`src/rtl/ntt_result_drain.sv`:
```
// Host-side drain of the NTT result FIFO: pops N_WORDS words and streams them as 16-bit coefficients.
// Optional FETCH starvation timeout is built only when DRAIN_TIMEOUT_EN is defined.
module ntt_result_drain #(
    parameter int unsigned N_WORDS = 128,
    parameter int unsigned TIMEOUT = 1024
) (
    input  logic        clk,
    input  logic        rst_n,
    input  logic        start,
    output logic        fifo_rd_req,
    input  logic        fifo_rd_empty,
    input  logic [31:0] fifo_rd_dat,
    output logic        out_valid,
    input  logic        out_ready,
    output logic [15:0] out_data,
    output logic [7:0]  out_addr,
    output logic        out_last,
    output logic        busy,
    output logic        done,
    output logic        err
);
    localparam int unsigned CntW = $clog2(N_WORDS + 1);
    localparam logic [CntW-1:0] LastCnt = CntW'(N_WORDS);

    if (N_WORDS == 0 || TIMEOUT == 0) begin : g_bad_params
        $error("ntt_result_drain: N_WORDS and TIMEOUT must be non-zero");
    end

`ifdef DRAIN_TIMEOUT_EN
    typedef enum logic [2:0] {
        StIdle, StFetch, StWait, StEmitLo, StEmitHi, StDone, StErr
    } state_e;

    localparam int unsigned ToW = $clog2(TIMEOUT + 1);
    logic [ToW-1:0] to_cnt;
`else
    typedef enum logic [2:0] {
        StIdle, StFetch, StWait, StEmitLo, StEmitHi, StDone
    } state_e;

    assign err = 1'b0;
`endif

    state_e          state;
    logic [31:0]     hold;
    logic [CntW-1:0] word_cnt;

    // The FIFO is non-show-ahead, so the request must track the live empty flag.
    assign fifo_rd_req = (state == StFetch) && !fifo_rd_empty;
    assign out_data    = (state == StEmitHi) ? hold[31:16] : hold[15:0];

    always_ff @(posedge clk or negedge rst_n) begin
        if (!rst_n) begin
            state     <= StIdle;
            hold      <= '0;
            word_cnt  <= '0;
            out_valid <= 1'b0;
            out_addr  <= '0;
            out_last  <= 1'b0;
            busy      <= 1'b0;
            done      <= 1'b0;
`ifdef DRAIN_TIMEOUT_EN
            err       <= 1'b0;
            to_cnt    <= '0;
`endif
        end else begin
            done <= 1'b0;
            unique case (state)
                StIdle: begin
                    if (start) begin
                        word_cnt <= '0;
                        out_addr <= '0;
                        busy     <= 1'b1;
                        state    <= StFetch;
`ifdef DRAIN_TIMEOUT_EN
                        err      <= 1'b0;
                        to_cnt   <= '0;
`endif
                    end
                end
                StFetch: begin
                    if (!fifo_rd_empty) begin
                        state <= StWait;
`ifdef DRAIN_TIMEOUT_EN
                        to_cnt <= '0;
                    end else if (to_cnt == ToW'(TIMEOUT - 1)) begin
                        state <= StErr;
                    end else begin
                        to_cnt <= to_cnt + ToW'(1);
`endif
                    end
                end
                StWait: begin
                    hold      <= fifo_rd_dat;
                    word_cnt  <= word_cnt + CntW'(1);
                    out_valid <= 1'b1;
                    state     <= StEmitLo;
                end
                StEmitLo: begin
                    if (out_ready) begin
                        out_addr <= out_addr + 8'd1;
                        out_last <= (word_cnt == LastCnt);
                        state    <= StEmitHi;
                    end
                end
                StEmitHi: begin
                    if (out_ready) begin
                        out_valid <= 1'b0;
                        out_last  <= 1'b0;
                        out_addr  <= out_addr + 8'd1;
                        if (word_cnt == LastCnt) begin
                            done  <= 1'b1;
                            state <= StDone;
                        end else begin
                            state <= StFetch;
                        end
                    end
                end
                StDone: begin
                    busy  <= 1'b0;
                    state <= StIdle;
                end
`ifdef DRAIN_TIMEOUT_EN
                StErr: begin
                    busy  <= 1'b0;
                    err   <= 1'b1;
                    state <= StIdle;
                end
`endif
                default: state <= StIdle;
            endcase
        end
    end
endmodule
```
`config.mk`:
```
export PLATFORM = sky130hd
export DESIGN_NAME = ntt_result_drain
export DESIGN_NICKNAME = d
export VERILOG_FILES = /design/src/rtl/ntt_result_drain.sv
export SDC_FILE = /design/constraint.sdc
export NUM_CORES = 1
export LEC_CHECK = 0
export CORE_MARGIN = 4
export CORE_UTILIZATION = 44
export CTS_BUF_LIST = sky130_fd_sc_hd__clkbuf_16
export DETAILED_ROUTE_END_ITERATION = 10
export PLACE_DENSITY = 0.72
export SLEW_MARGIN = 20
export SYNTH_ARGS = -nofsm -noshare
export SYNTH_HDL_FRONTEND = slang
export SYNTH_SLANG_ARGS = --single-unit
```
`constraint.sdc`:
```
create_clock -name clk -period 1.8 [get_ports clk]
set_clock_uncertainty 0.15 [all_clocks]
set_input_delay 0.54 -clock clk [delete_from_list [all_inputs] [get_ports clk]]
set_output_delay 0.54 -clock clk [all_outputs]
set_load 0.03 [all_outputs]
```
==> impl_metrics.ini <==
[outcome]
status = finished, violations left
violations = setup timing

[synth]
synth_most_common_cell = nand2_1
synthTopCellsByArea = dfrtp_1, nand2_1, nand3_1
syn_nets = 358
yosysSeqAreaShare_pct = 52.3
postSynthRegisterBits = 55
syn_avg_cell_area_sq_um = 8.28
syn_inst = 318
synth-edff-count = 0
synth_cell_types = 38
ys_warn_count = 0
netlist_top_cells_count = nand2_1, dfrtp_1, nand3_1, buf_2, o21ai_0
ys.flop_type = dfrtp_1
ys_async_sr_fraction_pct = 100
synth_top_area_share_pct = 52.3
synth_top_area_cell = dfrtp_1
syn_area_sq_mm = 0.00263

[cells_and_area]
fin_area_sq_mm = 0.00447
area_growth_pct = 69.9
multi_input_area_sq_mm = 0.00160
drive_gt1_share_pct = 37.4
nets = 460
utilization_pct = 79.3
regArea_sq_mm = 0.00138
nFillCells = 348
diodes = 0

[clock_network]
htreeDepth = 2
clock_path_buffers = 2
root_buffer = clkbuf_16
cts.clk_slew.worst_paths_ns = 0.07
cts_num_sinks = 55
cts_tree = done
clock_latency_ns = 0.29
cts_buffers = 5

[routing]
totalWireLength_mm = 8.01
antenna_left = 0
drc = 0
drtPass1Iterations = 4
routedWlPerCell_um = 16.3
via_per_inst = 5.28
first_iter_violations = 133
vias = 2596

[timing]
timing.fmax_mhz = 434
fin_ws_ns = -0.506
hold_ws_ns = 0.0416
rsz0062_at_grt = true
fin_crit_sh_pct = 128
setup_violations = 51
report.final.slew_viol_count = 0
report.final.hold_viol_count = 0
min_period_ns = 2.31

[floorplanning]
die_height_um = 85.4
io_pins = 67
dieWidth_um = 85.4
coreArea_sq_mm = 0.00564
rows = 27
initial_core_util_pct = 46.7
die_area_sq_mm = 0.00729

[place]
dp_hpwl_mm = 4.77
gp_congestion = 0.857
io_buffers = 65
dpl_worst_slack_ns = -0.440
postPlaceCellArea_sq_mm = 0.00369

[global_route]
grt_usage_pct = 19.6
grt_pass1_wl_mm = 11.5
grt_max_degree = 37
grt.overflow.total = 0
antenna_found_initial = 0
first_global_vias = 2459

[flow_run]
max_cap_viol_count = 0

[worst_hold_path]
holdCritPathClass = in -> async

[power_and_ir_drop]
worst_ir_drop_vdd_uv = 986
cellPowerDensity_mw_per_mm2 = 1610
p_leak_nw = 2.20

[critical_path]
required_ns = 1.11
critPathKind = reg -> out
ff2ff_path_depth = 11
crit_path_end_kind = primary output
crit_arrival_ns = 1.62
start_kind = flip-flop
crit_fanout = 8
[layout by cell type, fill, tap and decap left out, types with 4 or more instances in the layout]
cell,netlist,routed
nand3_1,10,9
clkbuf_16,0,7
inv_1,5,5
buf_6,1,33
and3_1,4,4
buf_4,1,25
nand2_2,0,22
o21ai_1,8,10
clkdlybuf4s50_1,0,32
nand2_4,0,39
dlygate4sd2_1,0,10
nor2_1,6,6
buf_12,0,7
dfrtp_1,55,55
nand2_1,159,98
[worst max-delay path, stage by stage (launching register included)]
cell	delay, ns
dfrtp_1	0.41
buf_6	0.14
nor3b_4	0.23
buf_6	0.14
clkbuf_16	0.15
nand2_2	0.07
nand2_4	0.06
buf_6	0.12
[sequential cells by signal (all words and copies together) (netlist names)]
name	cells
hold	32
out_last	1
out_addr	8
out_valid	1
state	3
word_cnt	8
busy	1
done	1
[layer usage]
| layer | global-route usage (%) | share of wire, % |
|---|---|---|
| met5 | 0 | 0 |
| met4 | 6.04 | 1.8 |
| met2 | 33.7 | 51 |
| met1 | 25.6 | 42 |
| met3 | 2.52 | 4.8 |
[cell families (layout without fill, tap and decap cells)]
logic type | count (synthesis) | in the layout | share of synthesized area [%]
and+or+nand+nor | 194 | 194 | 31.4
DFF | 55 | 55 | 52.3
AOI/OAI and AO/OA | 37 | 37 | 8.93
buffers and inverters | 24 | 126 | 4.32
adders and majority gates | 3 | 3 | 1.43
muxes | 3 | 3 | 1.14
other | 1 | 1 | 0.142
xor gates and xnor gates | 1 | 1 | 0.333
[where the power goes]
part           switching [mW]  internal, mW  leakage [nW]
combinational            2.13          1.95          1.43
sequential              0.476          1.70         0.698
clock                   0.418         0.508        0.0696
[worst paths after layout]
kind | slack, ns | from | endpoint
worst max-delay path | -0.51 | state[1] | out_data[11]
min in group clk | 0.32 | out_valid | out_valid
max in group asynchronous | 0.98 | rst_n | hold[9]
worst min register to register | 0.32 | out_valid | out_valid
worst min-delay path | 0.04 | rst_n | out_addr[2]
worst max register to register | -0.36 | state[1] | out_addr[7]
[layout make-up]
type / instances / area share, %
multi-input cells: 239 / 35.8
clock buffers: 5 / 2.80
inverters: 5 / 0.419
flip-flops and latches: 55 / 30.8
well taps: 72 / 2.01
repair buffers: 114 / 27.9
clock inverters: 2 / 0.308
[stage by stage]
step / setup TNS (ns) / total power, mW / cells
finish: -11.48 / 7.18 / 492
CTS: -9.31 / 6.58 / 480
global placement: -8.49 / 5.04 / 463
global route: -14.31 / 7.59 / 492
detailed placement: -9.30 / 5.12 / 463
floorplan: -2.46 / 4.08 / 318
[repair_timing]
action	in CTS	in global routing
buffers inserted	8	9
resized for setup	50	81
hold buffers	0	0
setup endpoints to repair	66	50
pin swaps	10	16
gates cloned	2	3
Power figures use the tool's default switching activity.
